===== config.mk =====
export PLATFORM = sky130hd
export DESIGN_NAME = ir_sense
export DESIGN_NICKNAME = d
export VERILOG_FILES = /design/src/rtl/ir_pkg.sv /design/src/rtl/ir_hyst.sv /design/src/rtl/ir_sense.sv
export SDC_FILE = /design/constraint.sdc
export NUM_CORES = 1
export LEC_CHECK = 0
export ABC_AREA = 0
export CAP_MARGIN = 25
export CORE_UTILIZATION = 57
export CTS_CLUSTER_DIAMETER = 40
export DETAILED_ROUTE_END_ITERATION = 10
export GPL_ROUTABILITY_DRIVEN = 0
export PLACE_DENSITY = 0.9
export SYNTH_ARGS = -nofsm -noshare
export SYNTH_HDL_FRONTEND = slang
export SYNTH_SLANG_ARGS = --single-unit

===== constraint.sdc =====
create_clock -name clk -period 7 [get_ports clk]
set_input_delay 1.4 -clock clk [delete_from_list [all_inputs] [get_ports clk]]
set_output_delay 1.4 -clock clk [all_outputs]
set_load 0.02 [all_outputs]

===== src/rtl/ir_pkg.sv =====
// rtl/ir_pkg.sv - shared types and constants for the IR sense front end
package ir_pkg;

   typedef enum logic [2:0] {
      ST_IDLE   = 3'd0,
      ST_SETTLE = 3'd1,
      ST_REQ    = 3'd2,
      ST_NEXT   = 3'd3,
      ST_DONE   = 3'd4
   } ir_state_e;

   localparam int         A2D_W          = 12;
   localparam logic [2:0] LFT_CHNL_DFLT  = 3'd3;
   localparam logic [2:0] RGHT_CHNL_DFLT = 3'd0;

endpackage


===== src/rtl/ir_hyst.sv =====
// rtl/ir_hyst.sv - per-side open-wall flag with set/clear hysteresis
module ir_hyst
   import ir_pkg::*;
#(
   parameter logic [A2D_W-1:0] OPN_SET = 12'h200,
   parameter logic [A2D_W-1:0] OPN_CLR = 12'h300
) (
   input  logic             clk,
   input  logic             rst,
   input  logic             upd,
   input  logic [A2D_W-1:0] avg,
   output logic             opn
);

   logic opn_q;
   logic opn_d;

   // Between the thresholds the previous decision is kept.
   always_comb begin
      opn_d = opn_q;
      if (upd) begin
         if (avg < OPN_SET) begin
            opn_d = 1'b1;
         end else if (avg >= OPN_CLR) begin
            opn_d = 1'b0;
         end
      end
   end

   always_ff @(posedge clk or posedge rst) begin
      if (rst) begin
         opn_q <= 1'b1;
      end else begin
         opn_q <= opn_d;
      end
   end

   assign opn = opn_q;

endmodule


===== src/rtl/ir_sense.sv =====
// rtl/ir_sense.sv - IR emitter pulsing, A2D sampling, averaging and open-wall detect
module ir_sense
   import ir_pkg::*;
#(
   parameter int               PERIOD    = 1024,
   parameter int               SETTLE    = 64,
   parameter int               AVG_LOG2  = 2,
   parameter logic [2:0]       LFT_CHNL  = LFT_CHNL_DFLT,
   parameter logic [2:0]       RGHT_CHNL = RGHT_CHNL_DFLT,
   parameter logic [A2D_W-1:0] OPN_SET   = 12'h200,
   parameter logic [A2D_W-1:0] OPN_CLR   = 12'h300
) (
   input  logic             clk,
   input  logic             rst,
   input  logic             en,
   output logic             IR_en,
   output logic             a2d_req,
   output logic [2:0]       a2d_chnl,
   input  logic             a2d_rdy,
   input  logic [A2D_W-1:0] a2d_res,
   output logic [A2D_W-1:0] lft_IR,
   output logic [A2D_W-1:0] rght_IR,
   output logic             lft_opn,
   output logic             rght_opn,
   output logic             IR_vld
);

   localparam int PW    = (PERIOD > 1) ? $clog2(PERIOD) : 1;
   localparam int SW    = $clog2(SETTLE + 1);
   localparam int NCONV = 2 << AVG_LOG2;
   localparam int CW    = $clog2(NCONV + 1);
   localparam int AW    = A2D_W + AVG_LOG2;

   ir_state_e        state_q, state_d;
   logic [PW-1:0]    per_q, per_d;
   logic [SW-1:0]    set_q, set_d;
   logic [CW-1:0]    conv_q, conv_d;
   logic [AW-1:0]    lacc_q, lacc_d;
   logic [AW-1:0]    racc_q, racc_d;
   logic [2:0]       chnl_q, chnl_d;
   logic [A2D_W-1:0] lft_ir_q, lft_ir_d;
   logic [A2D_W-1:0] rght_ir_q, rght_ir_d;
   logic             vld_q, vld_d;

   logic             tick;
   logic             upd;
   logic             ir_en_c;
   logic             req_c;
   logic [A2D_W-1:0] lft_avg;
   logic [A2D_W-1:0] rght_avg;

   assign lft_avg  = lacc_q[AW-1:AVG_LOG2];
   assign rght_avg = racc_q[AW-1:AVG_LOG2];

   // Free-running round timer; parked at zero while disabled.
   always_comb begin
      per_d = per_q;
      tick  = 1'b0;
      if (!en) begin
         per_d = '0;
      end else if (per_q == PW'(PERIOD - 1)) begin
         per_d = '0;
         tick  = 1'b1;
      end else begin
         per_d = per_q + 1'b1;
      end
   end

   always_comb begin
      state_d   = state_q;
      set_d     = set_q;
      conv_d    = conv_q;
      lacc_d    = lacc_q;
      racc_d    = racc_q;
      chnl_d    = chnl_q;
      lft_ir_d  = lft_ir_q;
      rght_ir_d = rght_ir_q;
      vld_d     = 1'b0;
      upd       = 1'b0;
      ir_en_c   = 1'b0;
      req_c     = 1'b0;
      case (state_q)
         ST_IDLE: begin
            if (tick) begin
               state_d = ST_SETTLE;
               set_d   = '0;
               conv_d  = '0;
               lacc_d  = '0;
               racc_d  = '0;
            end
         end
         ST_SETTLE: begin
            ir_en_c = 1'b1;
            if (!en) begin
               state_d = ST_IDLE;
            end else if (set_q == SW'(SETTLE - 1)) begin
               state_d = ST_REQ;
               chnl_d  = LFT_CHNL;
            end else begin
               set_d = set_q + 1'b1;
            end
         end
         ST_REQ: begin
            // Even conversion indices are left, odd are right.
            ir_en_c = 1'b1;
            req_c   = 1'b1;
            if (a2d_rdy) begin
               if (!conv_q[0]) begin
                  lacc_d = lacc_q + AW'(a2d_res);
               end else begin
                  racc_d = racc_q + AW'(a2d_res);
               end
               conv_d  = conv_q + 1'b1;
               state_d = ST_NEXT;
            end
         end
         ST_NEXT: begin
            ir_en_c = 1'b1;
            if (!en) begin
               state_d = ST_IDLE;
            end else if (conv_q == CW'(NCONV)) begin
               state_d   = ST_DONE;
               upd       = 1'b1;
               vld_d     = 1'b1;
               lft_ir_d  = lft_avg;
               rght_ir_d = rght_avg;
            end else begin
               state_d = ST_REQ;
               chnl_d  = conv_q[0] ? RGHT_CHNL : LFT_CHNL;
            end
         end
         ST_DONE: begin
            state_d = ST_IDLE;
         end
         default: begin
            state_d = ST_IDLE;
         end
      endcase
   end

   always_ff @(posedge clk or posedge rst) begin
      if (rst) begin
         state_q   <= ST_IDLE;
         per_q     <= '0;
         set_q     <= '0;
         conv_q    <= '0;
         lacc_q    <= '0;
         racc_q    <= '0;
         chnl_q    <= LFT_CHNL;
         lft_ir_q  <= '0;
         rght_ir_q <= '0;
         vld_q     <= 1'b0;
      end else begin
         state_q   <= state_d;
         per_q     <= per_d;
         set_q     <= set_d;
         conv_q    <= conv_d;
         lacc_q    <= lacc_d;
         racc_q    <= racc_d;
         chnl_q    <= chnl_d;
         lft_ir_q  <= lft_ir_d;
         rght_ir_q <= rght_ir_d;
         vld_q     <= vld_d;
      end
   end

   ir_hyst #(
      .OPN_SET (OPN_SET),
      .OPN_CLR (OPN_CLR)
   ) u_lft_hyst (
      .clk (clk),
      .rst (rst),
      .upd (upd),
      .avg (lft_avg),
      .opn (lft_opn)
   );

   ir_hyst #(
      .OPN_SET (OPN_SET),
      .OPN_CLR (OPN_CLR)
   ) u_rght_hyst (
      .clk (clk),
      .rst (rst),
      .upd (upd),
      .avg (rght_avg),
      .opn (rght_opn)
   );

   assign IR_en    = ir_en_c;
   assign a2d_req  = req_c;
   assign a2d_chnl = chnl_q;
   assign lft_IR   = lft_ir_q;
   assign rght_IR  = rght_ir_q;
   assign IR_vld   = vld_q;

endmodule


### Yosys cells after proc, flatten, opt, wreduce, memory -nomap -nowiden

Cells that the tools add are included.

| storage, ports and cells | value |
|---|---|
| bits in registers | 82 |
| output and inout bits | 32 |
| word-level logic and storage cells | 93 |
| input port bits | 16 |

| cells by class | value |
|---|---|
| add/subtract/negate cells | 5 |
| eq/ne operators | 16 |
| reductions and logical operators | 16 |
| magnitude comparators | 4 |
| multiplexer cells | 40 |

Operators with widths:

| kind | count |
|---|---|
| 14-bit two-way mux | 5 |
| 14-bit case mux with 2 select lines | 2 |
| 3-bit two-way mux | 10 |
| 14-bit by 12-bit adder with 14-bit output | 2 |
| 12-bit by 10-bit >= comparator with 1-bit output (second input constant) | 2 |
| 12-bit by 10-bit < comparator with 1-bit output (second input constant) | 2 |
| 7-bit two-way mux | 3 |
| 10-bit two-way mux | 2 |
| 2-bit inequality test (second input constant) | 9 |
| 7-bit case mux with 2 select lines | 1 |
| 3-bit case mux with 4 select lines | 1 |
| 4-bit AND reduction | 3 |
| 1-bit two-way mux | 11 |
| 10-bit by 1-bit adder with 10-bit output (second input constant) | 1 |
| 10-bit == test (second input constant) | 1 |
| 2-bit nonzero test | 5 |
| 3-bit AND reduction | 3 |
| 4-bit two-way mux | 2 |
| 4-bit case mux with 2 select lines | 1 |
| 7-bit by 1-bit adder with 7-bit output (second input constant) | 1 |
| 7-bit by 6-bit == test with 1-bit output (second input constant) | 1 |
| 3-bit by 2-bit == test with 1-bit output (second input constant) | 2 |
| 3-bit case mux with 2 select lines | 1 |
| 5-bit AND reduction | 1 |
| other kinds (8) | 9 |

### Depth between registers and ports, before layout

| logic depth | value |
|---|---|
| depth in word-level cells | 5 |
| gate-level depth with buffers | 9 |
| mapped depth without buffers | 9 |

### Cells and area by module

A second synthesis with hierarchy kept.

| second synthesis, totals | value |
|---|---|
| cell total of the unflattened synthesis | 443 |
| area total of the unflattened synthesis | 4550.6 um^2 |

Modules (own cells, without submodules):

| module | cells an instance | instances | sequential area each (um^2) | area each (um^2) |
|---|---|---|---|---|
| ir_sense | 433 | 1 | 1953.1 | 4430.5 |
| ir_hyst | 5 | 2 | 26.3 | 60.1 |

### Worst setup path after synthesis

No wires, ideal clock.

| timing | value |
|---|---|
| kind | input -> register |
| start | input a2d_res[0] |
| end | register racc_q[12] |
| buffers on the path | 0 |
| slack | 3.855 ns |
| stages on the path | 9 |
| arrival | 3.076 ns |
| library setup time | 0.069 ns |
| cell sequence | ha_1 > inv_1 > fa_1 > nand2b_1 > a21oi_1 > a21o_1 > a21oi_1 > or4_1 > nand3_1 |

| between the ends | value |
|---|---|
| longest elaborated chain between the ends | 4 |

Ends and longest elaborated chain:

| what | line | source |
|---|---|---|
| start, declared | ir_sense.sv:20 | `input logic [A2D_W-1:0] a2d_res,` |
| 14-bit by 12-bit adder with 14-bit output | ir_sense.sv:111 | `racc_d = racc_q + AW'(a2d_res);` |
| 14-bit two-way mux | ir_sense.sv:108 | `if (!conv_q[0]) begin` |
| 14-bit two-way mux | ir_sense.sv:107 | `if (a2d_rdy) begin` |
| 14-bit case mux with 2 select lines | ir_sense.sv:82 | `case (state_q)` |
| end signal, assigned | ir_sense.sv:159 | `racc_q <= racc_d;` |
| end, declared | ir_sense.sv:39 | `logic [AW-1:0] racc_q, racc_d;` |

Every way passes these cells. The select of a mux whose other input is x is not followed.
A chain may end at the register's enable or synchronous reset.

### Worst setup path in the final report

| timing | value |
|---|---|
| start | register state_q[0] |
| end | output a2d_req |

| between the ends | value |
|---|---|
| longest elaborated chain between the ends | 2 |

Ends and longest elaborated chain:

| what | line | source |
|---|---|---|
| start, declared | ir_sense.sv:34 | `ir_state_e state_q, state_d;` |
| start signal, assigned | ir_sense.sv:154 | `state_q <= state_d;` |
| 3-bit by 2-bit == test with 1-bit output | ir_sense.sv:82 |  |
| 1-bit two-way mux | ir_sense.sv:82 |  |
| end, declared | ir_sense.sv:17 | `output logic a2d_req,` |

Every way passes these cells.

==> run summary <==
Layout net count - 543
Actual slew at the worst max-slew pin - 0.876 ns
Slew HR - 41.6%
Cell Rows - 31
Post-route antenna net violation count - 0
DRT Pass-1 Iters - 5
Cells after Synth - 450
Tmin final - 4.17 ns
Critical path arrival - 2.77 ns
Worst-path clk slew - 0.08 ns
Slowest Stage Delay on Critical Path - 0.66 ns
Max-cap viol count - 0
Initial DRC count - 263
Post-synth EDFFs - 0
Worst Skew - 0.00664 ns
Number of global-route vias before repair - 3484
Post-CTS Setup Inserts - 0
Pwr per Cell Area - 379 nW/µm²
Commonest non-fill, non-tap cell in the layout - dfrtp_1
Final hold vios - 0
Starting Density - 60.4%
Proportion of layout cells with a drive suffix above 1 - 10.6%
Yosys reg bits - 80
Clock Root Buffer - clkbuf_8
Die ar. - 8210 µm²
Hold Slack - 0.496 ns
Clock latency on the worst-skew pair - 0.36 ns
DR vias - 3648
I/O Buffers - 46
Most frequent cells in the layout - dfrtp_1 (77), nand2_1 (56), clkdlybuf4s50_1 (46)
Cts hold-fix bufs - 0
Slew Limit Fails - 0
Mapped Avg Cell Area - 9.95 µm²
Achievable frequency - 240 MHz
Critical Path RT - 5.60 ns
Die W - 90.6 µm
Crit-path cells - nor2_1 -> nand2_1 -> clkinv_1 -> clkdlybuf4s50_1
Initial antenna violation count - 0
IO Pins - 48
Ys flop type - dfrtp_1
RSZ-0062 raised after global routing - no
Die H - 90.6 µm
Total negative slack - 0 ns
CP Max Fanout - 23
Layout area overhead - 16.9%
Pleak - 0.00238 µW
DRC viols - 0
Seq/Total Area, Yosys - 44.8%
Via-per-instance ratio - 6.07
Fraction of the cycle the final worst path needs - 59.6%
Sink Count - 80
Final setup viols - 0
# H-tree levels - 3
Final wirelength - 9670 µm
Total GRT Usage - 25.4%
Yosys warns - 0
Aggregate global routing overflow - 0
First-pass GRT wire length - 16600 µm
Worst hold path class - flip-flop to flip-flop
Synthesized net count - 496
Hpwl dp - 6890 µm
CP endpoint kind - output pin
Post-Syn Area - 4480 µm²
Worst setup SP type - flip-flop
Longest Clk Path Bufs - 2
Synth async-reset ratio - 100%
Critical path's slowest cell - clkdlybuf4s50_1
PostCTS Resize Cnt - 0
Core region area - 7410 µm²
Outcome - complete, no violations
Num CTS Buffers - 9
# diodes - 0
Worst ir drop on vdd - 186 µV
CTS tree - yes
Largest net degree at the start of global routing - 81
Crit Path Category - flip-flop to output pin
WL per Instance - 16.1 µm
Netlist cell types - 56
-- final timing paths --
check	startpoint	end	slack [ns]	cells after the start
setup / recovery	state_q[0]	a2d_req	2.83	4
hold / removal	lacc_q[13]	u_lft_hyst.opn	0.50	1
setup reg to reg	state_q[0]	racc_q[11]	3.51	8
hold reg to reg	lacc_q[13]	u_lft_hyst.opn	0.50	1
max in group asynchronous	rst	u_rght_hyst.opn	5.06	4
min in group asynchronous	rst	lft_IR[3]	1.34	3
-- sequential cells by signal, indices dropped and copies added (netlist names) --
register	flops
a2d_chnl	1
set_q	7
u_rght_hyst.opn	1
racc_q	14
per_q	10
rght_IR	12
conv_q	4
lft_IR	12
lacc_q	14
state_q	3
u_lft_hyst.opn	1
IR_vld	1
-- final cells by class --
| type | count | area (µm²) |
|---|---|---|
| multi-input cells | 343 | 2350 |
| fillers | 550 | 2170 |
| flip-flops and latches | 80 | 2010 |
| repair buffers | 50 | 510 |
| clock buffers | 11 | 141 |
| well taps | 99 | 124 |
| clock inverters | 5 | 56.3 |
| inverters | 13 | 50.0 |
-- layer usage --
| metal | track usage, % | part of all wire, % | vias up |
|---|---|---|---|
| li1 | - | - | 1720 |
| met5 | 0 | 0 | - |
| met1 | 33.6 | 44 | 1761 |
| met2 | 41.0 | 48 | 145 |
| met3 | 5.13 | 5.9 | 22 |
| met4 | 9.81 | 2.0 | 0 |
-- cells in the mapped netlist, types with 8 or more instances --
cell type  instances  area (µm²)
dfrtp_1           77        1930
nand2_1           56         210
nor2_1            33         124
o21ai_0           31         155
ha_1              28         350
mux2_2            26         293
a21oi_1           20         100
nand3_1           15        75.1
o31ai_1           15         113
inv_1             12        45.0
xor2_1            12         105
xnor2_1           11        96.3
and3_1             8        50.1
-- worst max-delay path, delay by kind of cell (launching register included) --
kind                   cells  cell delay (ns)
AND/OR/NAND/NOR            2             0.74
buffers and inverters      2             1.19
flip-flops                 1             0.48
-- logic make-up (layout without fill, tap and decap cells) --
kind of cell / count (synthesis) / in the layout / synth area share (%)
muxes: 28 / 28 / 6.99
xor gates and xnor gates: 23 / 23 / 4.50
and+or+nand+nor: 153 / 153 / 16.5
adders and majority gates: 30 / 30 / 8.72
DFF: 80 / 80 / 44.8
buffers and inverters: 27 / 79 / 2.77
other: 1 / 1 / 0.0838
AOI/OAI and AO/OA: 108 / 108 / 15.6
-- stage by stage --
step	std cells	util (%)	setup slack (ns)	instance area, µm²	power, µW
detailed placement	584	67.6	3.05	5010	1630
finish	601	70.7	2.83	5240	1980
global placement	584	67.6	3.17	5010	1580
global route	601	70.7	2.71	5240	2110
floorplan	450	-	3.55	4480	1340
CTS	600	70.3	2.85	5210	1980
-- where the power goes --
group	switching (µW)	internal, µW	total, µW
clock network	168	175	343
registers	140	613	753
logic	489	399	888
Note: power is estimated with default switching activity, not from simulation.
==> RTL change 1 (same settings) <==
Re-encode `ir_state_e` (5 states) as one-hot, 5 bits wide.
--- a/src/rtl/ir_pkg.sv
+++ b/src/rtl/ir_pkg.sv
@@ -1,12 +1,12 @@
 // rtl/ir_pkg.sv - shared types and constants for the IR sense front end
 package ir_pkg;
 
-   typedef enum logic [2:0] {
-      ST_IDLE   = 3'd0,
-      ST_SETTLE = 3'd1,
-      ST_REQ    = 3'd2,
-      ST_NEXT   = 3'd3,
-      ST_DONE   = 3'd4
+   typedef enum logic [4:0] {
+      ST_IDLE   = 5'b00001,
+      ST_SETTLE = 5'b00010,
+      ST_REQ    = 5'b00100,
+      ST_NEXT   = 5'b01000,
+      ST_DONE   = 5'b10000
    } ir_state_e;
 
    localparam int         A2D_W          = 12;
Function: same outputs for any inputs over 10 cycles, from zero or initial values and one cycle with rst high; not proved beyond that.
==> RTL change 1 against the unedited design <==
Area after synthesis increased by 1.9%; clock skew increased by 0.0021 ns; final area increased by 1.4%; register-to-register slack improved by 0.41 ns; worst setup slack got worse by 0.010 ns; non-clock buffer count unchanged; routed wire length increased by 8.6%; sequential cell count increased by 2.
Power is not compared: it rests on default switching activity, and its combinational part moved more than twofold at a synthesized area within 25%.
==> RTL change 1: results (changes against the unedited design) <==
| Metric | Value |
|---|---|
| NumNets Final | 593 (+9.2%) |
| Gr usage total | 0.272 (+0.0185) |
| Hold-critical path depth | 2 (+1) |
| Crit Path Max Fanout | 20 (-13%) |
| Dpl cells | 637 (+9.1%) |
| Hold wc startpoint | rght_IR[8]$_DFFE_PP0P_ |
| Outcome | finished clean |
| Flops & latches, synth | 82 (+2.5%) |
| Multi-input gate count | 380 (+11%) |
| Num CTS Buffers | 9 (unchanged) |
| R2r endpoint | racc_q[6]$_DFFE_PP0P_ |
| Multi-input combinational area share | 0.439 (-0.00956) |
| Drt pass-1 iters | 6 (+1) |
| Vias in the first global route | 3,752 (+7.7%) |
| Sequential power | 0.000476 W |
| Antenna diodes | 0 (unchanged) |
| Cells on worst reg2reg path | 8 (unchanged) |
| Fraction of layout cells with a size suffix above 1 | 0.0652 (-0.0404) |
| Detailed Route WL | 10,500 microns (+8.6%) |
| Via density | 5.96 (-1.8%) |
| 1st-iter DRT viols | 354 (+35%) |
| Pre-CTS WS | 3.13 ns (+0.0769 ns) |
| Hold EP | rght_IR[8]$_DFFE_PP0P_ |
| Clk_skew | 0.00874 ns (+0.00210 ns) |
| Synth-to-layout area growth | 16.3% |
| FF/Latch Area | 2060 sq um (+2.6%) |
| Ranking of synthesized cells by area | dfrtp_1 (43%), nand2_1 (10%), ha_1 (7.7%) |
| Post-DP HPWL | 7180 microns (+4.2%) |
| Synth Cell Area | 4560 sq um (+1.9%) |
| WP data arrival | 2.78 ns (about the same) |
| Yosys cell types | 60 (+7.1%) |
| Clock-cell share | 0.0351 (-0.00263) |
| Flop2flop setup slack | 3.92 ns (+0.41 ns) |
| Hold slack | 0.477 ns (-0.0184 ns) |
| Via count | 3,900 (+6.9%) |
| Start of the worst register-to-register path | state_q[3]$_DFFE_PP0P_ |
| Top post-synthesis cells by count | nand2_1 (125), dfrtp_1 (78), o21ai_0 (33) |
| Largest net degree at the start of global routing | 83 (+2.5%) |
| Max Clock Freq | 0.239 GHz (-0.24%) |
| First-pass GRT wire length | 17,900 microns (+7.9%) |
| Post-Syn Nets | 548 (+10%) |
| Final total power | 0.000865 W |
| CP top delay family | buffers and inverters |
| Avg Synthesized Cell Area | 9.09 sq um (-8.7%) |
| Slew @ Worst Pin | 0.883 ns (+0.00763 ns) |
| Non-clock buffering overhead | 0.0962 (-0.00131) |
| Placed cell areas | 5090 sq um (+1.6%) |
| Layout filler cell count | 585 (+6.4%) |
| Inverters | 24 (+11) |
## RTL change 1: worst register-to-register path, stage by stage (launching register included)
cell and delay (ns):
dfrtp_1 0.46, nor4_2 0.37, nand2_1 0.59, inv_4 0.36, nand2_4 0.10, inv_4 0.11, and2b_1 0.43, nor2_4 0.20
o41ai_2 0.36
## RTL change 1: kinds of logic (layout without fill, tap and decap cells)
| group | count (synthesis) | in the layout | synth area share |
|---|---|---|---|
| fa+ha+maj | 30 | 30 | 0.0856 |
| compound gates | 114 | 114 | 0.165 |
| xor+xnor | 25 | 25 | 0.0480 |
| other cells | 1 | 1 | 0.000822 |
| simple gates | 210 | 210 | 0.211 |
| flops | 82 | 82 | 0.451 |
| buf+inv | 40 | 90 | 0.0387 |
## RTL change 1: metal layers
layer,share of wire,GRT usage,vias to the layer above
li1,-,-,1845
met1,0.43,0.354,1873
met2,0.49,0.447,152
met3,0.047,0.0327,30
met4,0.032,0.142,0
met5,0,0,-
==> RTL change 2 (same settings) <==
Without the edit above. Change the parameter `PERIOD` from 1024 to 2048.
--- a/src/rtl/ir_sense.sv
+++ b/src/rtl/ir_sense.sv
@@ -2,7 +2,7 @@
 module ir_sense
    import ir_pkg::*;
 #(
-   parameter int               PERIOD    = 1024,
+   parameter int               PERIOD    = 2048,
    parameter int               SETTLE    = 64,
    parameter int               AVG_LOG2  = 2,
    parameter logic [2:0]       LFT_CHNL  = LFT_CHNL_DFLT,
Check against the original RTL: same outputs for any inputs over 10 cycles, from zero or initial values and one cycle with rst high; that may be too few to reach the edited logic, so the function may still have changed.
==> RTL change 2 against the unedited design <==
Sequential share of layout area fell by 0.53 points; final area rose by 2.7%; power rose by 5.2%; area after synthesis rose by 2.3%; sequential cell count rose by 1; via count rose by 3.1%; worst setup slack improved by 0.062 ns; routed wire length rose by 6.3%; highest routed layer unchanged.
==> RTL change 2: results (changes against the unedited design) <==
| Metric | Value |
|---|---|
| Outcome | finished clean |
| Post-synthesis mux area share | 0.0678 (-0.00211) |
| Start of the worst register-to-register path | state_q[2]$_DFFE_PP0P_ |
| Slew @ Worst Pin | 0.635 ns (-0.240 ns) |
| NumNets Final | 558 (+2.8%) |
| Drt pass-1 iters | 7 (+2) |
| Gr usage total | 0.260 (+0.00636) |
| WL met2 | 5070 microns (+8.5%) |
| Rel. slew slack | 0.575 (+0.159) |
| R2r endpoint | racc_q[13]$_DFFE_PP0P_ |
| FFs w/ async S/R, synth | 1.00 (unchanged) |
| Resized cells post-CTS | 0 (unchanged) |
| Clock-pin slew on the worst setup and hold paths | 0.08 ns (about the same) |
| Vias in the first global route | 3,759 (+7.9%) |
| Top post-synthesis cells by count | dfrtp_1 (78), nand2_1 (53), o21ai_0 (40) |
| Fraction of layout cells with a size suffix above 1 | 0.108 (+0.00274) |
| Register area share after synthesis | 0.443 (-0.00457) |
| Post-Syn Nets | 511 (+3.0%) |
| Worst setup startpoint | state_q[1]$_DFFE_PP0P_ |
| Num CTS Buffers | 9 (unchanged) |
| Max Clock Freq | 0.243 GHz (+1.5%) |
| Pre-CTS WS | 3.11 ns (+0.0543 ns) |
| Cells on worst reg2reg path | 9 (+1) |
| Clk_skew | 0.00671 ns (+0.0000642 ns) |
| Ranking of synthesized cells by area | dfrtp_1 (43%), ha_1 (7.7%), mux2_2 (5.9%) |
| Hold-critical path depth | 2 (+1) |
| Net Sw Frac | 0.399 (-0.00350) |
| M1 WL | 4420 microns (+4.5%) |
| Post-synthesis compound-gate area fraction | 0.166 (+0.00961) |
| Synth Area in XOR/XNOR | 0.0402 (-0.00483) |
| Clock latency on the worst-skew pair | 0.35 ns |
| Hold wc startpoint | u_lft_hyst.opn$_DFFE_PP1P_ |
| Met1 Usage GRT | 0.331 (-0.00515) |
| Detailed Route WL | 10,300 microns (+6.3%) |
| Crit Path Max Fanout | 16 (-30%) |
| Leak Pwr | 2.47 nW (+4.0%) |
| Clk pwr | 0.000372 W (+8.5%) |
| H-tree depth | 3 (unchanged) |
| Largest net degree at the start of global routing | 82 (+1.2%) |
| Post-CTS Setup Bufs | 0 (unchanged) |
| Flop2flop setup slack | 3.93 ns (+0.42 ns) |
| 1st-iter DRT viols | 187 (-29%) |
| First-pass GRT wire length | 17,200 microns (+3.7%) |
| Post-DP HPWL | 7270 microns (+5.4%) |
| Worst VDD drop | 0.217 mV (+17%) |
| Chip width | 91.6 microns (+1.1%) |
| Met2 Use GR | 0.444 (+0.0345) |
| Via density | 6.08 (about the same) |
| Routed wl met3 | 597 microns (+4.6%) |
| Synthesized-area fraction occupied by adder cells | 0.0852 (-0.00195) |
| Critical path endpoint | IR_en |
| Yosys warning count | 0 (unchanged) |
| WP data arrival | 2.71 ns (-0.06 ns) |
| Yosys cell types | 60 (+7.1%) |
| Met3 Usage GRT | 0.0373 (-0.0140) |
| CP max stage delay | 0.54 ns (-0.12 ns) |
RTL change 2: layout make-up:
cell class	count	area (sq um)
fill	581	2390
inverter	16	61.3
timing repair buffer	51	518
clock buffer	11	131
sequential	81	2030
tap	102	128
clock inverter	5	81.3
multi-input combinational	353	2420
RTL change 2: through the flow:
stage | area (sq um) | power [W] | hold WS, ns | util | std cells
2_1_floorplan | 4580 | 0.00140 | 0.454 | - | 465
3_3_place_gp | 5130 | 0.00165 | 0.471 | 0.660 | 601
3_5_place_dp | 5130 | 0.00170 | 0.494 | 0.660 | 601
4_1_cts | 5340 | 0.00208 | 0.508 | 0.688 | 617
5_1_grt | 5380 | 0.00222 | 0.532 | 0.692 | 619
6_report | 5380 | 0.00209 | 0.510 | 0.692 | 619
RTL change 2: tightest hold or removal path: cells and delay by family (launching register included):
kind | cells | cell delay (ns)
flops | 1 | 0.37
buf+inv | 1 | 0.07
compound gates | 1 | 0.07
